File: src/rtl/alu_pkg.sv
// Shared opcode constants and FSM state encoding for alu_arbiter, its ALU and benches.
// Latency: none (declarations only).
// Backpressure: none (declarations only).
package alu_pkg;

  localparam logic [3:0] OP_ADD  = 4'b0000;
  localparam logic [3:0] OP_INC  = 4'b0001;
  localparam logic [3:0] OP_SUB  = 4'b0010;
  localparam logic [3:0] OP_DEC  = 4'b0011;
  localparam logic [3:0] OP_MUL  = 4'b0100;
  localparam logic [3:0] OP_DIV  = 4'b0101;
  localparam logic [3:0] OP_SHL  = 4'b0110;
  localparam logic [3:0] OP_SHR  = 4'b0111;
  localparam logic [3:0] OP_AND  = 4'b1000;
  localparam logic [3:0] OP_OR   = 4'b1001;
  localparam logic [3:0] OP_INV  = 4'b1010;
  localparam logic [3:0] OP_NAND = 4'b1011;
  localparam logic [3:0] OP_NOR  = 4'b1100;
  localparam logic [3:0] OP_XOR  = 4'b1101;
  localparam logic [3:0] OP_XNOR = 4'b1110;
  localparam logic [3:0] OP_BUF  = 4'b1111;

  typedef enum logic [1:0] {
    ST_IDLE = 2'd0,
    ST_EXEC = 2'd1,
    ST_DONE = 2'd2
  } state_t;

endpackage

File: src/rtl/alu.sv
// Combinational 16-opcode ALU; result zero-extended to 2*DW, forced to 0 when oe is low.
// Latency: purely combinational, zero cycles.
// Backpressure: none; the caller qualifies the output with oe.
// Ports: a_in/b_in operands, command_in opcode, oe output enable, d_out result.
module alu
  import alu_pkg::*;
#(
  parameter int DW = 8
) (
  input  logic [DW-1:0]   a_in,
  input  logic [DW-1:0]   b_in,
  input  logic [3:0]      command_in,
  input  logic            oe,
  output logic [2*DW-1:0] d_out
);

  logic [2*DW-1:0] w_a;
  logic [2*DW-1:0] w_b;
  logic [2*DW-1:0] w_res;

  assign w_a = {{DW{1'b0}}, a_in};
  assign w_b = {{DW{1'b0}}, b_in};

  // Logic ops work on the DW-bit operands so the upper half stays zero.
  always_comb begin
    w_res = '0;
    case (command_in)
      OP_ADD:  w_res = w_a + w_b;
      OP_INC:  w_res = w_a + 1'b1;
      OP_SUB:  w_res = w_a - w_b;
      OP_DEC:  w_res = w_a - 1'b1;
      OP_MUL:  w_res = w_a * w_b;
      OP_DIV:  w_res = (b_in == '0) ? '1 : (w_a / w_b);
      OP_SHL:  w_res = w_a << 1;
      OP_SHR:  w_res = w_a >> 1;
      OP_AND:  w_res = {{DW{1'b0}}, a_in & b_in};
      OP_OR:   w_res = {{DW{1'b0}}, a_in | b_in};
      OP_INV:  w_res = {{DW{1'b0}}, ~a_in};
      OP_NAND: w_res = {{DW{1'b0}}, ~(a_in & b_in)};
      OP_NOR:  w_res = {{DW{1'b0}}, ~(a_in | b_in)};
      OP_XOR:  w_res = {{DW{1'b0}}, a_in ^ b_in};
      OP_XNOR: w_res = {{DW{1'b0}}, ~(a_in ^ b_in)};
      OP_BUF:  w_res = w_a;
      default: w_res = '0;
    endcase
  end

  assign d_out = oe ? w_res : '0;

endmodule

File: src/rtl/alu_arbiter.sv
// Round-robin arbiter sharing one ALU between two requesters (IDLE -> EXEC -> DONE).
// Latency: req sampled at edge k, gnt in cycle k..k+1, done/result in k+1..k+2, next grant at k+3.
// Backpressure: req is ignored while busy; a requester holds req until its gnt pulse.
// Ports: clk/rst; req0/req1 with a*/b*/cmd* operands; gnt*/done* pulses; result, err, busy.
module alu_arbiter
  import alu_pkg::*;
#(
  parameter int DW = 8
) (
  input  logic            clk,
  input  logic            rst,
  input  logic            req0,
  input  logic            req1,
  input  logic [DW-1:0]   a0,
  input  logic [DW-1:0]   b0,
  input  logic [DW-1:0]   a1,
  input  logic [DW-1:0]   b1,
  input  logic [3:0]      cmd0,
  input  logic [3:0]      cmd1,
  output logic            gnt0,
  output logic            gnt1,
  output logic            done0,
  output logic            done1,
  output logic [2*DW-1:0] result,
  output logic            err,
  output logic            busy
);

  state_t          r_state;
  state_t          w_state_nxt;
  logic            r_last;      // requester granted most recently; owns EXEC/DONE
  logic [DW-1:0]   r_a;
  logic [DW-1:0]   r_b;
  logic [3:0]      r_cmd;
  logic [2*DW-1:0] r_result;
  logic            r_err;

  logic            w_take;
  logic            w_sel;
  logic            w_oe;
  logic            w_div0;
  logic [2*DW-1:0] w_alu_out;

  // Requester 1 wins when alone, or under contention when 0 was granted last.
  assign w_sel  = req1 & (~req0 | ~r_last);
  assign w_div0 = (r_cmd == OP_DIV) && (r_b == '0);

  alu #(.DW(DW)) u_alu (
    .a_in       (r_a),
    .b_in       (r_b),
    .command_in (r_cmd),
    .oe         (w_oe),
    .d_out      (w_alu_out)
  );

  always_ff @(posedge clk) begin
    if (rst) begin
      r_state  <= ST_IDLE;
      r_last   <= 1'b1;      // so requester 0 wins the first contention
      r_a      <= '0;
      r_b      <= '0;
      r_cmd    <= '0;
      r_result <= '0;
      r_err    <= 1'b0;
    end else begin
      r_state <= w_state_nxt;
      if (w_take) begin
        r_last <= w_sel;
        r_a    <= w_sel ? a1 : a0;
        r_b    <= w_sel ? b1 : b0;
        r_cmd  <= w_sel ? cmd1 : cmd0;
      end
      if (r_state == ST_EXEC) begin
        r_result <= w_div0 ? '1 : w_alu_out;
        r_err    <= w_div0;
      end
    end
  end

  always_comb begin
    w_state_nxt = r_state;
    w_take      = 1'b0;
    w_oe        = 1'b0;
    gnt0        = 1'b0;
    gnt1        = 1'b0;
    done0       = 1'b0;
    done1       = 1'b0;
    err         = 1'b0;
    busy        = 1'b1;
    case (r_state)
      ST_IDLE: begin
        busy = 1'b0;
        if (req0 || req1) begin
          w_state_nxt = ST_EXEC;
          w_take      = 1'b1;
        end
      end
      ST_EXEC: begin
        w_state_nxt = ST_DONE;
        w_oe        = 1'b1;
        gnt0        = ~r_last;
        gnt1        = r_last;
      end
      ST_DONE: begin
        w_state_nxt = ST_IDLE;
        done0       = ~r_last;
        done1       = r_last;
        err         = r_err;
      end
      default: begin
        w_state_nxt = ST_IDLE;
        busy        = 1'b0;
      end
    endcase
  end

  assign result = r_result;

endmodule

File: config.mk
export PLATFORM = sky130hd
export DESIGN_NAME = alu_arbiter
export DESIGN_NICKNAME = d
export VERILOG_FILES = /design/src/rtl/alu_pkg.sv /design/src/rtl/alu.sv /design/src/rtl/alu_arbiter.sv
export SDC_FILE = /design/constraint.sdc
export NUM_CORES = 1
export LEC_CHECK = 0
export CAP_MARGIN = 10
export CORE_MARGIN = 3
export CORE_UTILIZATION = 35
export DETAILED_ROUTE_END_ITERATION = 6
export PLACE_DENSITY = 0.49
export SYNTH_ARGS = -nofsm -noshare
export SYNTH_HDL_FRONTEND = slang
export SYNTH_SLANG_ARGS = --single-unit
File: constraint.sdc
create_clock -name clk -period 34.2 [get_ports clk]
set_clock_uncertainty 0.05 [all_clocks]
set_input_delay 5.13 -clock clk [delete_from_list [all_inputs] [get_ports clk]]
set_output_delay 5.13 -clock clk [all_outputs]
set_load 0.02 [all_outputs]
==> flow_summary.json <==
{
  "status": "finished, final reports clean",
  "ys_ff_latch": 40,
  "worst-path-buf-inv": 5,
  "criticalPathCategory": "reg2reg",
  "grt_first_pass_wirelength_um": 59460,
  "drc": 0,
  "wirelength_um": 37050,
  "synthArstFlopShare": 0,
  "path_delay_family": "compound AO/OA/AOI/OAI gates",
  "synthCells": 1490,
  "slew_viol_final": 0,
  "clk_latency_ns": 0.29,
  "post_cts_buffers": 0,
  "port_buffers": 65,
  "multi_input_area_um2": 9709,
  "avgSynthCellArea_um2": 7.443,
  "seq_area_um2": 800.8,
  "period_needed_ns": 30.61,
  "ios": 66,
  "drtAntennaViolNets": 0,
  "gp_congestion": 0.9069,
  "critPathMaxStageDelay_ns": 0.65,
  "hpwl_um": 28760,
  "hold_buffers": 0,
  "post-route-period-util": 0.8949,
  "ys.flop_type": "dfxtp_1",
  "wl_per_cell_um": 19.14,
  "crit_top_cell": "o21a_1",
  "final_nets": 1796,
  "worstHoldPathType": "reg2reg",
  "yosysUniqueCellTypes": 99,
  "antenna_found_initial": 0,
  "relSlewSlack": 0.4037,
  "rows": 64,
  "grt_usage": 0.2188,
  "cts_resized": 0,
  "max_freq_mhz": 32.67,
  "clkTransAtPathRegs_ns": 0.06,
  "setup-tns-final_ns": 0,
  "grt_max_degree": 50,
  "core_region_area_um2": 30910,
  "die_y_um": 184.0,
  "htreeDepth": 2,
  "finalSetupViolCount": 0,
  "mostFrequentLayoutCell": "ha_1",
  "firstDrtPassIters": 6,
  "num_vias": 11050,
  "drtIter0Drc": 749,
  "slowest_stage": "dfxtp_1",
  "synthesis.area_um2": 11090,
  "path_max_fanout": 17,
  "diodes": 0,
  "dieWidth_um": 184.0,
  "floorplan.initialDensity": 0.3588,
  "end_kind": "register",
  "cp-start-kind": "register",
  "first_global_vias": 10970,
  "cts_tree": "yes",
  "vias_per_cell": 5.705,
  "grt_remaining_overflow": 0,
  "rsz0062_at_grt": "no",
  "hold_viol": 0,
  "final_cell_mix": "175 x ha_1, 173 x nor2_1, 136 x nand2_1, 101 x inv_1, 84 x a21oi_1",
  "yosys_warnings": 0,
  "die_area_um2": 33860,
  "cts_made_buffers": 5,
  "worstPathRequired_ns": 34.32,
  "maxCapViolCount": 0,
  "tightest_slew_ns": 0.8929,
  "synth_edf_count": 0,
  "cts.path.max_buffers": 2,
  "layout-drive-gt1-share": 0.07273,
  "clock-sinks": 40,
  "clockRootBuffer": "clkbuf_16",
  "yosysSeqAreaShare": 0.07220,
  "area_growth_pct": 12.47,
  "arrival_ns": 30.73,
  "fill_cells": 3214
}
==> path summary, 6_finish.rpt <==
check,from,to,slack [ns],cells past startpoint
min reg2reg,result[7]$_SDFFE_PP0P_,result[7]$_SDFFE_PP0P_,0.43,2
max,r_b[2]$_SDFFE_PP0P_,result[0]$_SDFFE_PP0P_,3.59,130
min,result[7]$_SDFFE_PP0P_,result[7]$_SDFFE_PP0P_,0.43,2
max reg2reg,r_b[2]$_SDFFE_PP0P_,result[0]$_SDFFE_PP0P_,3.59,130
==> worst reg2reg max path, delay by kind of cell (launching register included) <==
kind	cells	cell delay, ns
mux	5	1.69
fa+ha+maj	14	4.30
buf+inv	5	0.47
simple gates	32	6.85
flops	1	0.65
compound gates	74	16.51
==> state kept, by name, indices dropped and copies added (netlist names) <==
register,flops
r_a,8
r_err,1
r_state,2
r_last,1
result,16
r_b,8
r_cmd,4
==> logic make-up after synthesis <==
group / synth area share
flops: 0.07220
buf+inv: 0.06013
mux: 0.05697
fa+ha+maj: 0.2669
xor+xnor: 0.04738
simple gates: 0.2194
other cells: 0.0003381
compound gates: 0.2766
==> synthesized netlist by cell type, types with 11 or more instances <==
master    count  area (um^2)
or3_1        12        75.07
nor2b_1      17        106.4
nand3_1      30        150.1
a31oi_1      11        68.82
o21ai_0      58        290.3
nand2b_1     21        131.4
mux2_2       22        247.7
inv_1       101        379.1
a211oi_1     39        292.8
a21oi_1      84        420.4
a221oi_1     13        113.9
nor2_1      175        656.9
ha_1        175         2190
fa_1         38        760.7
xor2_1       16        140.1
o211ai_1     25        187.7
o31ai_1      20        150.1
nor3_1       60        300.3
mux2i_1      37        370.4
dfxtp_1      40        800.8
o21bai_1     15        112.6
nand2_1     136        510.5
o21a_1       43        322.8
a21o_1       18        135.1
xnor2_1      44        385.4
or2_2        11        68.82
and2_1       16        100.1
clkbuf_1     44        165.2
==> layer usage <==
layer | global-route usage | part of all wire | vias up | wire length, um
met2 | 0.3655 | 0.45 | 345 | 16790
met4 | 0.06501 | 0.029 | 0 | 1081
li1 | - | - | 5517 | -
met3 | 0.02592 | 0.057 | 70 | 2097
met1 | 0.2967 | 0.46 | 5113 | 17080
met5 | 0 | 0 | - | 0
==> metrics by stage <==
step             util  cells  area, um^2  hold WS, ns  setup slack [ns]
6_report       0.4035   1936       12470       0.4316             3.594
5_1_grt        0.4035   1936       12470       0.4447           0.09232
4_1_cts        0.4020   1936       12420       0.4304             2.323
3_5_place_dp   0.3960   1928       12240       0.4100             2.470
3_3_place_gp   0.3960   1928       12240       0.4174             3.236
2_1_floorplan       -   1497       11120       0.4015             5.932
==> area by class of cell <==
class                      count  area share
inverter                     107     0.03220
clock buffer                   7     0.01224
clock inverter                 1    0.002407
sequential                    40     0.06420
timing repair buffer          96     0.07082
tap                          396     0.03972
multi-input combinational   1289      0.7784
Power is left out: the tool's default activity adds up to more than one toggle a clock period on the data nets, which glitch-free logic cannot reach.
